**src/rtl/mem_cycle_sequencer_if.sv**
```systemverilog
// Handshake/bus bundle between the control unit, the memory-cycle sequencer
// and the MAR/MDR/RAM data path.
interface mem_cycle_sequencer_if #(
    parameter int ADDR_W = 32,
    parameter int BEAT_W = 4
);
    logic              req;
    logic              rw_in;
    logic [1:0]        dl_in;
    logic [BEAT_W-1:0] beats;
    logic [ADDR_W-1:0] base_addr;
    logic              MOC;
    logic              MARld;
    logic              MDRld;
    logic              RW;
    logic              MOV;
    logic [1:0]        DL;
    logic [ADDR_W-1:0] addr_out;
    logic [BEAT_W-1:0] beat_idx;
    logic              busy;
    logic              done;
    logic              error;
    logic [2:0]        current_state;

    // Control unit / memory side
    modport master (
        output req, rw_in, dl_in, beats, base_addr, MOC,
        input  MARld, MDRld, RW, MOV, DL, addr_out, beat_idx,
               busy, done, error, current_state
    );

    // Sequencer side
    modport slave (
        input  req, rw_in, dl_in, beats, base_addr, MOC,
        output MARld, MDRld, RW, MOV, DL, addr_out, beat_idx,
               busy, done, error, current_state
    );
endinterface

```
**src/rtl/mem_cycle_sequencer.sv**
```systemverilog
// Memory-cycle engine: runs the MAR/MDR/MOV/MOC handshake for 1..2^BEAT_W-1
// beat transfers with size-based address stride, alignment check and MOC timeout.
module mem_cycle_sequencer #(
    parameter int ADDR_W  = 32,
    parameter int BEAT_W  = 4,
    parameter int TIMEOUT = 15,
    parameter int TMR_W   = 8
) (
    input  logic                 clk,
    input  logic                 reset,
    mem_cycle_sequencer_if.slave bus
);
    localparam logic [2:0] S_IDLE = 3'd0;
    localparam logic [2:0] S_ADDR = 3'd1;
    localparam logic [2:0] S_WAIT = 3'd2;
    localparam logic [2:0] S_NEXT = 3'd3;
    localparam logic [2:0] S_DONE = 3'd4;
    localparam logic [2:0] S_ERR  = 3'd5;

    localparam logic [TMR_W-1:0] TMR_LAST = TMR_W'(TIMEOUT - 1);

    logic [2:0]        state;
    logic              rw_q;
    logic [1:0]        dl_q;
    logic [ADDR_W-1:0] addr_q;
    logic [BEAT_W-1:0] rem_q;
    logic [BEAT_W-1:0] idx_q;
    logic [TMR_W-1:0]  tmr_q;

    logic [1:0]        dl_norm;
    logic [BEAT_W-1:0] beats_norm;
    logic              misaligned;
    logic [ADDR_W-1:0] stride;
    logic              bus_cycle;

    // Request decode: size 11 folds to word, zero beats folds to one
    always_comb begin
        dl_norm    = (bus.dl_in == 2'b11) ? 2'b10 : bus.dl_in;
        beats_norm = (bus.beats == '0) ? BEAT_W'(1) : bus.beats;
        misaligned = ((dl_norm == 2'b01) && bus.base_addr[0]) ||
                     ((dl_norm == 2'b10) && (bus.base_addr[1:0] != 2'b00));
        stride     = ADDR_W'(1) << dl_q;
    end

    // Sequencer state and per-transfer latches
    always_ff @(posedge clk) begin
        if (reset) begin
            state  <= S_IDLE;
            rw_q   <= 1'b0;
            dl_q   <= '0;
            addr_q <= '0;
            rem_q  <= '0;
            idx_q  <= '0;
            tmr_q  <= '0;
        end else begin
            case (state)
                S_IDLE: begin
                    if (bus.req) begin
                        rw_q   <= bus.rw_in;
                        dl_q   <= dl_norm;
                        addr_q <= bus.base_addr;
                        rem_q  <= beats_norm;
                        idx_q  <= '0;
                        state  <= misaligned ? S_ERR : S_ADDR;
                    end
                end
                S_ADDR: begin
                    tmr_q <= '0;
                    state <= S_WAIT;
                end
                S_WAIT: begin
                    if (bus.MOC) begin
                        state <= S_NEXT;
                    end else begin
                        tmr_q <= tmr_q + TMR_W'(1);
                        if ((TIMEOUT != 0) && (tmr_q == TMR_LAST))
                            state <= S_ERR;
                    end
                end
                S_NEXT: begin
                    if (rem_q == BEAT_W'(1)) begin
                        state <= S_DONE;
                    end else begin
                        // Stride keeps alignment, so a wrapped address needs no recheck
                        addr_q <= addr_q + stride;
                        idx_q  <= idx_q + BEAT_W'(1);
                        rem_q  <= rem_q - BEAT_W'(1);
                        state  <= S_ADDR;
                    end
                end
                S_DONE:  state <= S_IDLE;
                S_ERR:   state <= S_IDLE;
                default: state <= S_IDLE;
            endcase
        end
    end

    // Moore output decode from state and latched request
    always_comb begin
        bus_cycle         = (state == S_ADDR) || (state == S_WAIT) || (state == S_NEXT);
        bus.MARld         = (state == S_ADDR);
        bus.MDRld         = ((state == S_ADDR) && !rw_q) || ((state == S_NEXT) && rw_q);
        bus.MOV           = (state == S_WAIT);
        bus.RW            = bus_cycle && rw_q;
        bus.DL            = bus_cycle ? dl_q : 2'b00;
        bus.addr_out      = addr_q;
        bus.beat_idx      = idx_q;
        bus.busy          = (state != S_IDLE);
        bus.done          = (state == S_DONE);
        bus.error         = (state == S_ERR);
        bus.current_state = state;
    end
endmodule

```
**src/flat_wrapper.sv**
```systemverilog
// flat-port wrapper written by rule: the top's interface ports become plain ports
module mem_cycle_sequencer_flat 
#(
    parameter int ADDR_W  = 32,
    parameter int BEAT_W  = 4,
    parameter int TIMEOUT = 15,
    parameter int TMR_W   = 8
)
  (clk, reset, bus_req, bus_rw_in, bus_dl_in, bus_beats, bus_base_addr, bus_MOC, bus_MARld, bus_MDRld, bus_RW, bus_MOV, bus_DL, bus_addr_out, bus_beat_idx, bus_busy, bus_done, bus_error, bus_current_state);
  mem_cycle_sequencer_if #(.ADDR_W(ADDR_W), .BEAT_W(BEAT_W)) bus_i ();
  input  logic clk;
  input  logic reset;
  input wire logic [$bits(bus_i.req)-1:0] bus_req;
  input wire logic [$bits(bus_i.rw_in)-1:0] bus_rw_in;
  input wire logic [$bits(bus_i.dl_in)-1:0] bus_dl_in;
  input wire logic [$bits(bus_i.beats)-1:0] bus_beats;
  input wire logic [$bits(bus_i.base_addr)-1:0] bus_base_addr;
  input wire logic [$bits(bus_i.MOC)-1:0] bus_MOC;
  output wire logic [$bits(bus_i.MARld)-1:0] bus_MARld;
  output wire logic [$bits(bus_i.MDRld)-1:0] bus_MDRld;
  output wire logic [$bits(bus_i.RW)-1:0] bus_RW;
  output wire logic [$bits(bus_i.MOV)-1:0] bus_MOV;
  output wire logic [$bits(bus_i.DL)-1:0] bus_DL;
  output wire logic [$bits(bus_i.addr_out)-1:0] bus_addr_out;
  output wire logic [$bits(bus_i.beat_idx)-1:0] bus_beat_idx;
  output wire logic [$bits(bus_i.busy)-1:0] bus_busy;
  output wire logic [$bits(bus_i.done)-1:0] bus_done;
  output wire logic [$bits(bus_i.error)-1:0] bus_error;
  output wire logic [$bits(bus_i.current_state)-1:0] bus_current_state;
  assign bus_i.req = bus_req;
  assign bus_i.rw_in = bus_rw_in;
  assign bus_i.dl_in = bus_dl_in;
  assign bus_i.beats = bus_beats;
  assign bus_i.base_addr = bus_base_addr;
  assign bus_i.MOC = bus_MOC;
  assign bus_MARld = bus_i.MARld;
  assign bus_MDRld = bus_i.MDRld;
  assign bus_RW = bus_i.RW;
  assign bus_MOV = bus_i.MOV;
  assign bus_DL = bus_i.DL;
  assign bus_addr_out = bus_i.addr_out;
  assign bus_beat_idx = bus_i.beat_idx;
  assign bus_busy = bus_i.busy;
  assign bus_done = bus_i.done;
  assign bus_error = bus_i.error;
  assign bus_current_state = bus_i.current_state;
  mem_cycle_sequencer #(.ADDR_W(ADDR_W), .BEAT_W(BEAT_W), .TIMEOUT(TIMEOUT), .TMR_W(TMR_W)) u_core (.clk(clk), .reset(reset), .bus(bus_i));
endmodule
```
**config.mk**
```make
export PLATFORM = sky130hd
export DESIGN_NAME = mem_cycle_sequencer_flat
export DESIGN_NICKNAME = d
export VERILOG_FILES = /design/src/rtl/mem_cycle_sequencer_if.sv /design/src/rtl/mem_cycle_sequencer.sv /design/src/flat_wrapper.sv
export SDC_FILE = /design/constraint.sdc
export NUM_CORES = 1
export LEC_CHECK = 0
export CORE_MARGIN = 2
export CORE_UTILIZATION = 33
export DETAILED_ROUTE_END_ITERATION = 7
export GPL_TIMING_DRIVEN = 0
export PLACE_DENSITY_LB_ADDON = 0.12
export SLEW_MARGIN = 10
export SYNTH_ARGS = -nofsm -noshare
export SYNTH_HDL_FRONTEND = slang
export SYNTH_SLANG_ARGS = --single-unit
```
**constraint.sdc**
```tcl
create_clock -name clk -period 2.2 [get_ports clk]
set_clock_uncertainty 0.2 [all_clocks]
set_input_delay 0.44 -clock clk [delete_from_list [all_inputs] [get_ports clk]]
set_output_delay 0.44 -clock clk [all_outputs]
set_load 0.05 [all_outputs]
```
# [Word-level counts from Yosys, hierarchy flattened]
# Index checks and enable logic that the tools add are counted.
[op_classes] n_eq_ne=14 n_addsub=4 shift=1 n_reduce_logical=20 mux=20
[op_table] cell="$mux 32" count=2
[op_table] cell="$pmux 32 s2" count=1
[op_table] cell="$add 32x32->32" count=1
[op_table] cell="$shl 1x2->32 const A" count=1
[op_table] cell="$mux 4" count=5
[op_table] cell="$pmux 4 s2" count=2
[op_table] cell="$pmux 8 s2" count=1
[op_table] cell="$mux 3" count=5
[op_table] cell="$pmux 3 s4" count=1
[op_table] cell="$add 8x1->8 const B" count=1
[op_table] cell="$eq 8x4->1 const B" count=1
[op_table] cell="$mux 8" count=1
[op_table] cell="$eq 3x2->1 const B" count=2
[op_table] cell="$eq 3x3->1 const B" count=2
[op_table] cell="$ne 2x2->1 const B" count=3
[op_table] cell="$reduce_and 2->1" count=3
[op_table] cell="$reduce_bool 2->1" count=3
[op_table] cell="$logic_and 1x1->1" count=5
[op_table] cell="$add 4x1->4 const B" count=1
[op_table] cell="$eq 2x2->1 const B" count=2
[op_table] cell="$eq 4x1->1 const B" count=1
[op_table] cell="$logic_not 4->1" count=1
[op_table] cell="$logic_or 1x1->1" count=4
[op_table] cell="$mux 2" count=2
[op_table] cell="other kinds (8)" count=8
[totals] word_cells=66 ff_bits=54 out_inout_bits=48

# [Logic depth before layout (Yosys ltp)]
[depth] depth_word=8 ltp_mapped=9 mapped_depth_nobuf=8

# [Worst setup path before layout]
# OpenSTA, ideal clock, no wires.
[synth_timing] path_kind="flip-flop to output port" from="register u_core.state[0], in the netlist u_core.bus.current_state[0]" to="output port bus_DL[0]" path_stages_with_launch=4 t_arrival_ps=2242 n_path_buf=1 setup_slack_ps=-682 required_time_ps=1560 cell_sequence="dfxtp_1 -> clkbuf_1 -> nor2_1 -> nor3b_1"
[synth_via] elab_chain_cells=4 word_cells_on_any_way=6
[synth_lines] item="from (decl)" line="mem_cycle_sequencer.sv:22" rtl="logic [2:0] state;"
[synth_lines] item="from (signal assigned)" line="mem_cycle_sequencer.sv:64" rtl="state <= misaligned ? S_ERR : S_ADDR;"
[synth_lines] item="$eq 3x1->1 / $eq 3x2->1 (equally long branches)" line="mem_cycle_sequencer.sv:100" rtl="bus_cycle = (state == S_ADDR) || (state == S_WAIT) || (state == S_NEXT);"
[synth_lines] item="$logic_or 1x1->1" line="mem_cycle_sequencer.sv:100"
[synth_lines] item="$logic_or 1x1->1 *" line="mem_cycle_sequencer.sv:100"
[synth_lines] item="$mux 2 *" line="mem_cycle_sequencer.sv:105" rtl="bus.DL = bus_cycle ? dl_q : 2'b00;"
[synth_lines] item="to (decl)" line="flat_wrapper.sv:23" rtl="output wire logic [$bits(bus_i.DL)-1:0] bus_DL;"
# Every way passes the cells marked *; elsewhere a longest branch is shown, timed or not.

# [Final worst setup path]
[layout_timing] from="register u_core.dl_q[1]" to="register u_core.addr_q[22], in the netlist u_core.bus.addr_out[22]"
[layout_via] elab_chain_cells=4
[layout_lines] item="from (decl)" line="mem_cycle_sequencer.sv:24" rtl="logic [1:0] dl_q;"
[layout_lines] item="from (signal assigned)" line="mem_cycle_sequencer.sv:60" rtl="dl_q <= dl_norm;"
[layout_lines] item="$shl 1x2->32" line="mem_cycle_sequencer.sv:42" rtl="stride = ADDR_W'(1) << dl_q;"
[layout_lines] item="$add 32x32->32" line="mem_cycle_sequencer.sv:85" rtl="addr_q <= addr_q + stride;"
[layout_lines] item="$mux 32" line="mem_cycle_sequencer.sv:81" rtl="if (rem_q == BEAT_W'(1)) begin"
[layout_lines] item="$pmux 32 s2" line="mem_cycle_sequencer.sv:56" rtl="case (state)"
[layout_lines] item="to (signal assigned)" line="mem_cycle_sequencer.sv:61" rtl="addr_q <= bus.base_addr;"
[layout_lines] item="to (signal assigned)" line="mem_cycle_sequencer.sv:85"
[layout_lines] item="to (decl)" line="mem_cycle_sequencer.sv:25" rtl="logic [ADDR_W-1:0] addr_q;"
# Every way passes these cells. The select of a mux whose other input is x is not followed.
# A chain may end at the register's enable or synchronous reset.

==> reports/summary.md <==
The worst-case IR drop observed on VDD is 386 uV. The worst path setup slack after routing was -0.0502 ns; the synthesis-to-finish area growth was 54.4%. The routed length per instance came out at 17.8 um. TritonCTS built the clock tree. The post-route clock period utilization is 1.02. The number of antenna repair diodes was 0. The dominant synthesized flop cell is sky130_fd_sc_hd__dfxtp_1. Clock-pin slew was measured on the worst setup and hold paths at 0.11 ns. The detailed-placement wirelength estimate came out at 8750 um. The run gives 0.534 as the worst slew slack as a fraction of its limit. Entering global routing, the biggest net connects 16 pins. The share of cells above drive strength 1 came out at 0.264. Yosys attributes the largest share of cell area to sky130_fd_sc_hd__dfxtp_1, sky130_fd_sc_hd__nor2_1, sky130_fd_sc_hd__nand2_1, sky130_fd_sc_hd__a21oi_1, sky130_fd_sc_hd__nand3_1. The clock sink count was 54.

Prior to clock tree synthesis, the placed netlist has a worst setup slack of -0.811 ns. For the worst-skew pair, the clock arrives at the later sink with an insertion delay of 0.31 ns. The finished cells cover 5240 sq um.

The tools report the type of origin of the critical path as a flop. The classification of the worst setup path was flop to flop. The count of final max-slew check failures was 0; the number of nets with antenna violations after detailed routing was 0. Summed over all instances, the cell type with the most area after synthesis is sky130_fd_sc_hd__dfxtp_1.

Final hold analysis gives a worst-case slack of 0.282 ns. The run gives 3851 as the via count of the first global-routing pass. The met2 track utilization from global routing is 0.368, and the hold violation total from the final report is 0.

Before antenna repair, the detailed router went through 4 iterations. Summed over all cells, the static leakage comes to 2.07 nW. The number of remaining DRC errors is 0.

The share of the synthesized area in the top cell type is 0.318. The die area was 11100 sq um; the number of placed instances, taps included was 679. The most frequent cell after synthesis was sky130_fd_sc_hd__dfxtp_1. The path class of the tightest hold or removal check is flop to flop. After synthesis, the netlist uses 58 different library cells.

By count the netlist is led by sky130_fd_sc_hd__dfxtp_1, sky130_fd_sc_hd__nor2_1, sky130_fd_sc_hd__nand2_1. Endpoint class of the critical path: a flop. The first routing iteration left 183 violations. When the netlist entered floorplanning its net count stood at 507. Routing usage on met3: 0.0303. The checks that failed: negative setup slack.

For the pin with the worst max-slew slack, the measured transition is 0.700 ns. Along the worst path, the maximum fanout reaches 5. The time the worst path needs with I/O delays and setup was 2.25 ns; the register bit count reported by yosys was 54. The logs give 632 for the final-stage net count and 991 for the count of fill cells added during filler insertion. From left edge to right edge, the die measures 105 um. The logs give 0.318 for the sequential area share after synthesis and 91 for the number of ports placed on the die boundary. Wire length reported by the detailed router: 12700 um. The finished layout holds 716 standard cells, fillers aside.

The number of flops mapped to enable cells by yosys works out to 0. Global routing finished with a remaining overflow of 0. After floorplanning, the core was divided into 37 placement rows. Dividing total power by cell area gives a power density of 709 nW/um^2.

Across all layers, the routed design uses 3995 vias. Input and output buffers added on the ports amount to 89. The run finished, with violations left. Setup violations remaining at the end of the flow were counted as 3. The clock passes through at most 2 buffers. The tools report the initial antenna violation count as 0. The tools report the global-route wire length before repair as 20200 um. The total clock buffers created by CTS was 5.

The starting density of the core is 0.335, and the overall fraction of global-route tracks in use is 0.227. In this run the cell area measured after placement is 4630 sq um. The post-synth design cell area is 3400 sq um, and the number of violations of the max-capacitance limit is 0. The tools report the routing usage on met1 as 0.315. The synthesized area per cell works out to 7.48 sq um. The share of synthesized registers carrying an async set or reset was 0.

The cell count after synthesis is 454. Setup repair after global routing could not meet its margin everywhere. The placeable core region is 10100 sq um, and the average via count per standard cell is 5.58.

The clock tree synthesis step divided the H-tree into 2 levels. The layer flagged by global routing as most heavily used is met2. The final core area utilization is 0.517.

At the end of routability-driven placement, the weighted congestion stood at 0.876. In this run the clock root is driven by a sky130_fd_sc_hd__clkbuf_8. For the data required time at the worst endpoint, the log shows 2.25 ns. The tools report the highest clock rate as 444 MHz.

The count of yosys warnings during synthesis was 0; the die outline height was 105 um. For the worst setup path, the data arrival time is 2.30 ns.
## layout make-up
type / count / area (sq um) / area share
Tap cell: 136 / 170 / 0.0325
Multi-Input combinational cell: 357 / 2480 / 0.473
Buffer: 28 / 186 / 0.0356
Timing Repair Buffer: 122 / 1120 / 0.214
Inverter: 11 / 41.3 / 0.00787
Clock buffer: 8 / 110 / 0.0210
Sequential cell: 54 / 1130 / 0.216
## path summary, 6_finish.rpt
| check | cells past startpoint | end | slack [ns] | from |
|---|---|---|---|---|
| max reg2reg | 9 | u_core.bus.addr_out[22] | -0.05 | u_core.dl_q[1] |
| min | 2 | u_core.rem_q[1] | 0.28 | u_core.rem_q[1] |
| max | 9 | u_core.bus.addr_out[22] | -0.05 | u_core.dl_q[1] |
| min reg2reg | 2 | u_core.rem_q[1] | 0.28 | u_core.rem_q[1] |
## placed cells by master (no fill, tap or decap), types with 5 or more instances in the layout
cell / n
sky130_fd_sc_hd__dfxtp_2: 18
sky130_fd_sc_hd__o31ai_1: 5
sky130_fd_sc_hd__inv_1: 11
sky130_fd_sc_hd__buf_6: 6
sky130_fd_sc_hd__buf_2: 7
sky130_fd_sc_hd__dfxtp_1: 28
sky130_fd_sc_hd__xor2_1: 11
sky130_fd_sc_hd__a21oi_1: 31
sky130_fd_sc_hd__dfxtp_4: 8
sky130_fd_sc_hd__nor3_1: 11
sky130_fd_sc_hd__clkbuf_1: 7
sky130_fd_sc_hd__nand2_1: 45
sky130_fd_sc_hd__o21ai_0: 9
sky130_fd_sc_hd__clkbuf_8: 10
sky130_fd_sc_hd__buf_4: 32
sky130_fd_sc_hd__nor2_2: 5
sky130_fd_sc_hd__nand4_1: 14
sky130_fd_sc_hd__a31oi_1: 16
sky130_fd_sc_hd__clkbuf_4: 8
sky130_fd_sc_hd__ha_1: 6
sky130_fd_sc_hd__clkbuf_2: 6
sky130_fd_sc_hd__dlygate4sd2_1: 14
sky130_fd_sc_hd__nor2_1: 42
sky130_fd_sc_hd__clkdlybuf4s50_1: 59
sky130_fd_sc_hd__and2_1: 6
sky130_fd_sc_hd__nand2b_1: 6
sky130_fd_sc_hd__nand3_1: 25
sky130_fd_sc_hd__o211ai_1: 7
sky130_fd_sc_hd__dlymetal6s2s_1: 7
sky130_fd_sc_hd__and3_1: 9
## metrics by stage
step	total power, mW	TNS, ns
after floorplan	2.33	-0.127
after global placement	2.87	-30.50
after detailed placement	2.88	-30.96
after CTS	3.63	-0.165
after global routing	3.90	-0.775
final	3.72	-0.110
## sequential cells by signal, indices dropped and copies added (netlist names)
name	cells
u_core.dl_q	2
u_core.bus.current_state	3
u_core.bus.addr_out	32
u_core.rem_q	4
u_core.bus.beat_idx	4
u_core.rw_q	1
u_core.tmr_q	8
## power by group
part	switching (mW)	internal (mW)	total (mW)
clock network	0.362	0.320	0.682
logic	1.09	0.664	1.75
registers	0.171	1.11	1.28
## kinds of logic after synthesis
| logic type | after synthesis | synth area share |
|---|---|---|
| buffers and inverters | 43 | 0.0516 |
| AO/OA/AOI/OAI | 116 | 0.222 |
| flip-flops | 54 | 0.318 |
| XOR/XNOR | 12 | 0.0309 |
| adder cells (fa/ha/maj) | 10 | 0.0390 |
| multiplexers | 4 | 0.0122 |
| AND/OR/NAND/NOR | 215 | 0.326 |
## routing by layer
layer  up-vias  routed length (um)
met1      1913                5980
met4         0                 145
met2       149                5900
li1       1921                   -
met3        12                 683
met5         -                   0
## critical path: stages, from the launching register on
cell and delay [ns]:
sky130_fd_sc_hd__dfxtp_4 0.38, sky130_fd_sc_hd__buf_6 0.12, sky130_fd_sc_hd__nor2b_4 0.13, sky130_fd_sc_hd__fa_2 0.26
sky130_fd_sc_hd__a211oi_4 0.09, sky130_fd_sc_hd__nor2_4 0.22, sky130_fd_sc_hd__nand3_4 0.15, sky130_fd_sc_hd__buf_6 0.15
sky130_fd_sc_hd__or3_1 0.33, sky130_fd_sc_hd__a31oi_1 0.15
## timing repair
| item | in CTS | in global routing |
|---|---|---|
| gates cloned | 1 | 0 |
| resized for setup | 121 | 45 |
| endpoints found under the setup margin | 63 | 54 |
| buffers inserted | 20 | 12 |
| hold buffers | 0 | 0 |
| pin swaps | 20 | 17 |
(Power assumes the default switching activity.)
